[src/rtl/uart_operand_rx.sv]
// UART operand receiver: deserialises 8N1/8E1/8O1 frames and
// packs them little-endian into a multi-word operand packet.
module uart_operand_rx #(
  parameter int CLK_PER_BIT  = 434,
  parameter int WORD_W       = 16,
  parameter int NUM_WORDS    = 3,
  parameter int PARITY       = 0,
  parameter int TIMEOUT_BITS = 32
) (
  input  logic                        clk,
  input  logic                        rst,
  input  logic                        rx,
  output logic [NUM_WORDS*WORD_W-1:0] out_data,
  output logic                        out_valid,
  input  logic                        out_ready,
  output logic                        err,
  output logic [2:0]                  err_code
);

  localparam int BPW    = WORD_W / 8;
  localparam int NBYTES = NUM_WORDS * BPW;
  localparam int DW     = NUM_WORDS * WORD_W;
  localparam int CW     = $clog2(CLK_PER_BIT);
  localparam int BIW    = $clog2(NBYTES + 1);
  localparam int TO_MAX = TIMEOUT_BITS * CLK_PER_BIT;
  localparam int TW     = $clog2(TO_MAX + 1);

  typedef enum logic [2:0] {
    S_IDLE, S_START, S_DATA, S_PAR, S_STOP
  } state_t;

  state_t          state_q, state_d;
  logic [1:0]      sync_q;
  logic            rx_s;
  logic            rx_prev_q;
  logic [CW-1:0]   cnt_q, cnt_d;
  logic [2:0]      nbit_q, nbit_d;
  logic [7:0]      data_q, data_d;
  logic            par_bad_q, par_bad_d;
  logic [BIW-1:0]  bidx_q, bidx_d;
  logic [TW-1:0]   idle_q, idle_d;
  logic [DW-1:0]   shadow_q, shadow_d;
  logic [DW-1:0]   out_data_q, out_data_d;
  logic            out_valid_q, out_valid_d;
  logic            err_q, err_d;
  logic [2:0]      err_code_q, err_code_d;
  logic            wrap;

  assign rx_s      = sync_q[1];
  assign wrap      = (cnt_q == CW'(CLK_PER_BIT - 1));
  assign out_data  = out_data_q;
  assign out_valid = out_valid_q;
  assign err       = err_q;
  assign err_code  = err_code_q;

  always_comb begin
    state_d     = state_q;
    cnt_d       = cnt_q;
    nbit_d      = nbit_q;
    data_d      = data_q;
    par_bad_d   = par_bad_q;
    bidx_d      = bidx_q;
    idle_d      = '0;
    shadow_d    = shadow_q;
    out_data_d  = out_data_q;
    out_valid_d = out_valid_q;
    err_d       = 1'b0;
    err_code_d  = err_code_q;

    if (out_valid_q && out_ready) out_valid_d = 1'b0;

    unique case (state_q)
      S_IDLE: begin
        cnt_d  = '0;
        nbit_d = '0;
        if (rx_prev_q && !rx_s) state_d = S_START;
      end
      S_START: begin
        if (cnt_q == CW'(CLK_PER_BIT / 2)) begin
          cnt_d     = '0;
          par_bad_d = 1'b0;
          state_d   = rx_s ? S_IDLE : S_DATA;
        end else begin
          cnt_d = cnt_q + 1'b1;
        end
      end
      S_DATA: begin
        if (wrap) begin
          cnt_d  = '0;
          data_d = {rx_s, data_q[7:1]};
          nbit_d = nbit_q + 1'b1;
          if (nbit_q == 3'd7)
            state_d = (PARITY != 0) ? S_PAR : S_STOP;
        end else begin
          cnt_d = cnt_q + 1'b1;
        end
      end
      S_PAR: begin
        if (wrap) begin
          cnt_d   = '0;
          state_d = S_STOP;
          if ((^data_q ^ rx_s) != (PARITY == 2)) begin
            par_bad_d  = 1'b1;
            err_d      = 1'b1;
            err_code_d = 3'd2;
            bidx_d     = '0;
          end
        end else begin
          cnt_d = cnt_q + 1'b1;
        end
      end
      S_STOP: begin
        if (wrap) begin
          cnt_d   = '0;
          state_d = S_IDLE;
          // parity already reported; a bad stop is not reported again
          if (par_bad_q) begin
            bidx_d = '0;
          end else if (!rx_s) begin
            err_d      = 1'b1;
            err_code_d = 3'd1;
            bidx_d     = '0;
          end else begin
            for (int i = 0; i < NBYTES; i++)
              if (bidx_q == BIW'(i)) shadow_d[i*8 +: 8] = data_q;
            if (bidx_q == BIW'(NBYTES - 1)) begin
              bidx_d = '0;
              if (!out_valid_q || out_ready) begin
                out_data_d  = shadow_d;
                out_valid_d = 1'b1;
              end else begin
                err_d      = 1'b1;
                err_code_d = 3'd4;
              end
            end else begin
              bidx_d = bidx_q + 1'b1;
            end
          end
        end else begin
          cnt_d = cnt_q + 1'b1;
        end
      end
      default: state_d = S_IDLE;
    endcase

    // inter-byte idle watchdog, only inside a partial packet
    if (state_q == S_IDLE && state_d == S_IDLE && bidx_q != '0) begin
      if (idle_q == TW'(TO_MAX - 1)) begin
        bidx_d     = '0;
        err_d      = 1'b1;
        err_code_d = 3'd3;
      end else begin
        idle_d = idle_q + 1'b1;
      end
    end
  end

  always_ff @(posedge clk or negedge rst) begin
    if (!rst) begin
      sync_q      <= 2'b11;
      rx_prev_q   <= 1'b1;
      state_q     <= S_IDLE;
      cnt_q       <= '0;
      nbit_q      <= '0;
      data_q      <= '0;
      par_bad_q   <= 1'b0;
      bidx_q      <= '0;
      idle_q      <= '0;
      shadow_q    <= '0;
      out_data_q  <= '0;
      out_valid_q <= 1'b0;
      err_q       <= 1'b0;
      err_code_q  <= '0;
    end else begin
      sync_q      <= {sync_q[0], rx};
      rx_prev_q   <= rx_s;
      state_q     <= state_d;
      cnt_q       <= cnt_d;
      nbit_q      <= nbit_d;
      data_q      <= data_d;
      par_bad_q   <= par_bad_d;
      bidx_q      <= bidx_d;
      idle_q      <= idle_d;
      shadow_q    <= shadow_d;
      out_data_q  <= out_data_d;
      out_valid_q <= out_valid_d;
      err_q       <= err_d;
      err_code_q  <= err_code_d;
    end
  end

endmodule

[config.mk]
export PLATFORM = sky130hd
export DESIGN_NAME = uart_operand_rx
export DESIGN_NICKNAME = d
export VERILOG_FILES = /design/src/rtl/uart_operand_rx.sv
export SDC_FILE = /design/constraint.sdc
export NUM_CORES = 1
export LEC_CHECK = 0
export ABC_AREA = 1
export CAP_MARGIN = 0
export CORE_AREA = 2 2 124 174
export CTS_CLUSTER_DIAMETER = 80
export CTS_CLUSTER_SIZE = 20
export DETAILED_ROUTE_END_ITERATION = 10
export DIE_AREA = 0 0 126 176
export GPL_TIMING_DRIVEN = 0
export PLACE_DENSITY_LB_ADDON = 0.3
export REMOVE_ABC_BUFFERS = 1
export SYNTH_ARGS = -nofsm -noshare
export SYNTH_HDL_FRONTEND = slang
export SYNTH_SLANG_ARGS = --single-unit
[constraint.sdc]
create_clock -name clk -period 2.6 [get_ports clk]
set_input_delay 0.78 -clock clk [delete_from_list [all_inputs] [get_ports clk]]
set_output_delay 0.78 -clock clk [all_outputs]
set_load 0.03 [all_outputs]
==> results.yml, run 1 <==
synth:
  async_flop_share: 1.000
  yosys.area_share.simple: 0.2372
  synth_most_common_cell: "nand2_1"
  synth_mux_area_frac: 0
  synth_common_cells: "nand2_1 (300), dfrtp_1 (142), inv_1 (111)"
  synth-seq-area-share: 0.5435
  yosys_warnings: 0
  synthTopCellsByArea: "dfrtp_1 (53%), nand2_1 (17%), o21ai_0 (6.4%), inv_1 (6.2%), o21ai_1 (3.0%)"
  syn-mean-instance-area_um2: 7.956
  netlist.area_leader.share: 0.5317
  yosysTopAreaCell: "dfrtp_1"
  synth_xor_area_frac: 0.01048
  syn_inst: 840
  synth_adder_area_share: 0.01123
  synth_area_um2: 6683
  ys.flop_type: "dfrtp_1"
  ys_ff_latch: 145
  synth_edf_count: 0
  synth-compound-area-share: 0.1116
  synth_top_family_by_area: "simple AND/OR/NAND/NOR gates"
  ys_types: 32
setup_path:
  cp.required_ns: 2.94
  cp_max_fo: 27
  crit_start: "cnt_q[1]"
  crit_path_end_kind: "register"
  worstPathArrival_ns: 2.76
  r2r-start: "cnt_q[1]"
  start_kind: "register"
  reg2reg_depth: 14
  path_class: "reg -> reg"
global_routing:
  grt.total_usage: 0.1447
  grt_start_max_net_pins: 80
  antenna_found_initial: 0
  grt_pass1_vias: 5168
  gr-total-overflow: 0
  grt_pass1_wl_um: 25990
min_path:
  hold_depth: 0
  hold_path.startpoint: "sync_q[0]"
  hold_class: "reg -> reg"
sta:
  whs_ns: 0.3578
  drv_slew: 0
  maxSlewHeadroom: 0.4507
  layout_min_cycle_time_ns: 2.415
  post-route-period-util: 0.9289
  setup_tns_ns: 0
  setup_violations: 0
  post-route-worst-setup-slack_ns: 0.1849
  tightest_slew_ns: 0.8230
  max_freq_mhz: 414.1
  timing_hold_violations_final: 0
  fin_skew_ns: 0.01181
clock_tree:
  clock_latency_ns: 0.42
  cts_sinks: 145
  clockBufferDepth: 2
  tritoncts: "done"
  cts_made_buffers: 17
  hold_buffers: 0
  htree_num_levels: 4
  cts.clk_slew.worst_paths_ns: 0.06
  cts_root_buf: "clkbuf_16"
power_and_ir_drop:
  ir_worst_vdd_v: 0.0004189
  cellLeakagePower_uw: 0.003790
  p_total_uw: 4922
  p_per_area_nw_per_um2: 595.4
place:
  dp_hpwl_um: 9786
  gp_congestion: 0.8576
  pre_cts_ws_ns: -1.615
  io_buffers: 56
detailed_routing:
  num_vias: 5453
  detail_route.iter0.violations: 324
  drt-pass1-iter-count: 5
  drcViolationCount: 0
  viasPerCell: 4.625
  postRouteAntennaNets: 0
  wl_per_cell_um: 13.56
  drt_wl_total_um: 15980
outcome:
  status: "finished clean"
floorplanning:
  die_w_um: 126
  core-area_um2: 20480
  ios: 57
  die-height_um: 176
  dieArea_um2: 22180
  rows: 62
  start_util: 0.3263
cells_and_area:
  nNetsFinal: 920
  layout-drive-gt1-share: 0.07042
  diodes: 0
  area_growth_pct: 23.72
job:
  maxCapViolations: 0
==> state kept, by name, indices dropped and copies added, names as in the netlist <==
register,flops
sync_q,2
par_bad_q,1
bidx_q,3
err_code,3
idle_q,14
data_q,8
nbit_q,3
cnt_q,9
out_data,48
err,1
shadow_q,48
rx_prev_q,1
state_q,3
out_valid,1
==> what timing repair did <==
item	CTS	global route
buffers inserted	2	11
pin swaps	2	4
endpoints found under the setup margin	100	72
resized for setup	3	7
gates cloned	2	3
==> metrics by stage <==
stage | cell area (um^2) | utilization | cells
after floorplan | 6536 | - | 812
after global placement | 7417 | 0.3622 | 1124
after detailed placement | 7531 | 0.3677 | 1129
after CTS | 8129 | 0.3969 | 1165
after global routing | 8268 | 0.4037 | 1179
final | 8268 | 0.4037 | 1179
==> cell type report <==
| cell class | count | area, um^2 |
|---|---|---|
| repair buffers | 75 | 793.3 |
| well taps | 256 | 320.3 |
| repair inverters | 2 | 17.52 |
| clock inverters | 11 | 102.6 |
| multi-input cells | 555 | 2501 |
| inverters | 114 | 440.4 |
| flip-flops and latches | 145 | 3632 |
| clock buffers | 21 | 460.4 |
| fillers | 2108 | 12210 |
==> logic make-up after synthesis <==
family,count (synthesis)
DFF,145
buffers and inverters,142
AOI/OAI and AO/OA,145
xor gates and xnor gates,8
adders and majority gates,6
and+or+nand+nor,394
==> placed cells by master, fill, tap and decap left out, drive strengths merged, types with 3 or more instances in the layout <==
cell type and instances:
nor2 43, nor3b 3, nor3 13, clkinvlp 3, ha 6, xor2 6, buf 19, clkinv 4
o22ai 3, clkdlybuf4s50 55, inv 119, nand4 6, dfrtp 142, dfstp 3, clkbuf 22, nand2 300
nand3 29, a21oi 11, o21ai 125
==> path summary, 6_finish.rpt <==
kind                                     end  slack [ns]
worst max-delay path             out_data[2]        0.18
min in group asynchronous       out_data[27]        0.37
max in group asynchronous          rx_prev_q        1.40
worst max register to register   out_data[2]        0.18
worst min register to register     sync_q[1]        0.36
worst min-delay path               sync_q[1]        0.36
==> critical path, stage by stage (launching register included) <==
cell and delay, ns:
dfrtp_1 0.39, inv_1 0.08, ha_2 0.19, inv_1 0.07
nor3_2 0.10, nand3_1 0.12, nor2_2 0.17, inv_2 0.08
nor2_4 0.22, clkinv_8 0.10, nor3b_4 0.26, clkbuf_16 0.22
buf_16 0.16, nand2_1 0.09, o21ai_0 0.08
==> layer usage <==
| metal | track usage | part of all wire | up-vias |
|---|---|---|---|
| li1 | - | - | 2777 |
| met1 | 0.1865 | 0.46 | 2540 |
| met2 | 0.2442 | 0.49 | 113 |
| met3 | 0.02788 | 0.034 | 23 |
| met4 | 0.04945 | 0.019 | 0 |
| met5 | 0 | 0 | - |
==> power breakdown <==
group / switching, uW / internal (uW)
Clock: 957 / 1370
Sequential: 62.7 / 2300
Combinational: 150 / 77.8
Total: 1170 / 3750
(Power assumes the default switching activity.)
==> run 2, diff against run 1 <==
--- a/config.mk
+++ b/config.mk
@@ -5,13 +5,13 @@
 export SDC_FILE = /design/constraint.sdc
 export NUM_CORES = 1
 export LEC_CHECK = 0
-export ABC_AREA = 1
+export ABC_AREA = 0
 export CAP_MARGIN = 0
-export CORE_AREA = 2 2 124 174
+export CORE_AREA = 2 2 120 168
 export CTS_CLUSTER_DIAMETER = 80
 export CTS_CLUSTER_SIZE = 20
 export DETAILED_ROUTE_END_ITERATION = 10
-export DIE_AREA = 0 0 126 176
+export DIE_AREA = 0 0 122 170
 export GPL_TIMING_DRIVEN = 0
 export PLACE_DENSITY_LB_ADDON = 0.3
 export REMOVE_ABC_BUFFERS = 1
==> results.yml, run 2 <==
clock_tree:
  cts_made_buffers: 17
  htree_num_levels: 4
  cts_root_buf: "clkbuf_16"
  cts_sinks: 137
  clock_latency_ns: 0.42
  cts.clk_slew.worst_paths_ns: 0.06
  tritoncts: "done"
  clockBufferDepth: 2
synth:
  yosys_warnings: 0
  syn-mean-instance-area_um2: 11.65
  synth_area_um2: 6259
  synthTopCellsByArea: "dfrtp_1 (54%), mux2_2 (8.8%), mux2i_1 (6.4%), o21ai_0 (3.4%), nand2_1 (3.2%)"
  async_flop_share: 1.000
  netlist.area_leader.share: 0.5358
  synth_most_common_cell: "dfrtp_1"
  synth-seq-area-share: 0.5484
  yosysTopAreaCell: "dfrtp_1"
  ys_types: 61
  synth_common_cells: "dfrtp_1 (134), nand2_1 (53), mux2_2 (49)"
  ys_ff_latch: 137
  synth_edf_count: 0
  syn_inst: 537
  ys.flop_type: "dfrtp_1"
sta:
  timing_hold_violations_final: 0
  layout_min_cycle_time_ns: 2.418
  drv_slew: 0
  tightest_slew_ns: 1.042
  post-route-period-util: 0.9301
  max_freq_mhz: 413.5
  rsz0062_at_grt: "no"
  whs_ns: 0.3564
  fin_skew_ns: 0.01126
  post-route-worst-setup-slack_ns: 0.1819
  setup_violations: 0
  maxSlewHeadroom: 0.3017
global_routing:
  grt.total_usage: 0.1431
  antenna_found_initial: 0
  grt_start_max_net_pins: 76
  gr-total-overflow: 0
  grt_pass1_vias: 4452
  grt_pass1_wl_um: 22880
floorplanning:
  ios: 57
  rows: 60
  die-height_um: 170
  die_w_um: 122
  core-area_um2: 19140
  dieArea_um2: 20740
  start_util: 0.3269
setup_path:
  path_class: "reg -> reg"
  reg2reg_depth: 6
  cpMaxStageDelayCell: "or3b_2"
  start_kind: "register"
  cp.required_ns: 2.90
  cp_max_fo: 13
  crit_path_end_kind: "register"
  cp_cell_sequence: "or3b_2, nor4_4, buf_4, nand3_4, buf_12, mux2_4"
  worstPathArrival_ns: 2.72
  max_stage_delay_ns: 0.61
cells_and_area:
  layout-drive-gt1-share: 0.2066
  largest_register_ffs: 48
  final_cell_mix: "dfrtp_1 (134), clkdlybuf4s50_1 (55), nand2_1 (53), mux2_2 (49), o21ai_0 (43)"
  final_common_cell: "dfrtp_1"
  diodes: 0
  fin_util: 0.4073
  nNetsFinal: 602
  nFillCells: 1803
  area_growth_pct: 24.57
place:
  pre_cts_ws_ns: -0.7927
  dp_hpwl_um: 8778
  io_buffers: 56
  gp_congestion: 0.8061
detailed_routing:
  drcViolationCount: 0
  viasPerCell: 4.944
  num_vias: 4217
  wl_per_cell_um: 16.28
  drt-pass1-iter-count: 4
  drt_wl_total_um: 13890
  detail_route.iter0.violations: 209
  postRouteAntennaNets: 0
power_and_ir_drop:
  p_total_uw: 5035
  ir_worst_vdd_v: 0.0004781
  cellLeakagePower_uw: 0.003391
  p_per_area_nw_per_um2: 645.9
outcome:
  status: "finished clean"
min_path:
  hold_class: "reg -> reg"
  hold_depth: 0
job:
  maxCapViolations: 0
-- run 2: cell count changes in the layout (fill, tap and decap cells not counted), sizes merged, moves of 8 or more --
cell   before  now
a21oi      11    3
buf        19    9
dfrtp     142  134
inv       119   12
mux2        0   57
mux2i       0   40
nand2     300   59
nand3      29   14
o21ai     125   49
xnor2       2   12
xor2        6   14
-- run 2: kinds of logic after synthesis --
group,synth area share
AOI/OAI and AO/OA,0.06897
muxes,0.1713
DFF,0.5484
xor gates and xnor gates,0.03998
adders and majority gates,0.01199
buffers and inverters,0.03139
and+or+nand+nor,0.1280
-- run 2: repair_timing --
action                     4_1_cts  5_1_grt
resized for setup                5        0
setup endpoints to repair       72       70
hold buffers                     0        0
gates cloned                     4        0
setup buffers                    2        2
pin swaps                        1        1
-- run 2: final cells by class --
type                    count  area (um^2)  area share
flip-flops and latches    137         3432      0.4402
multi-input cells         363         2725      0.3495
repair buffers             64        661.9     0.08490
clock buffers              18        439.2     0.05633
well taps                 248        310.3     0.03980
clock inverters            14        193.9     0.02488
inverters                   9        33.78    0.004333
-- run 2: metal layers --
metal | share of wire | GRT usage | routed length (um) | vias up
met5 | 0 | 0 | 0 | -
met3 | 0.032 | 0.03284 | 442 | 31
li1 | - | - | - | 2003
met2 | 0.54 | 0.2553 | 7484 | 75
met1 | 0.40 | 0.1580 | 5567 | 2108
met4 | 0.028 | 0.07046 | 392 | 0
-- run 2: critical path: cells and delay by family, from the launching register on --
family	cells	cell delay, ns
flops	1	0.55
mux	1	0.29
buf+inv	2	0.50
simple gates	3	0.95
-- run 2: final timing paths --
kind,from,slack [ns],endpoint
max reg2reg,state_q[2],0.18,out_data[43]
min in group asynchronous,rst,0.37,out_data[41]
max in group asynchronous,rst,1.41,sync_q[0]
min,sync_q[0],0.36,sync_q[1]
min reg2reg,sync_q[0],0.36,sync_q[1]
max,state_q[2],0.18,out_data[43]
-- run 2: per-stage QoR --
step	cells	TNS, ns	area, um^2
CTS	851	0	7781
finish	853	0	7796
detailed placement	813	-32.01	7042
floorplan	505	-82.92	6096
global placement	809	-794.74	6967
global route	853	0	7796
-- run 2: report_power, final --
| part | internal, uW | switching (uW) |
|---|---|---|
| Clock | 1640 | 938 |
| Combinational | 81.2 | 110 |
| Sequential | 2190 | 79.3 |
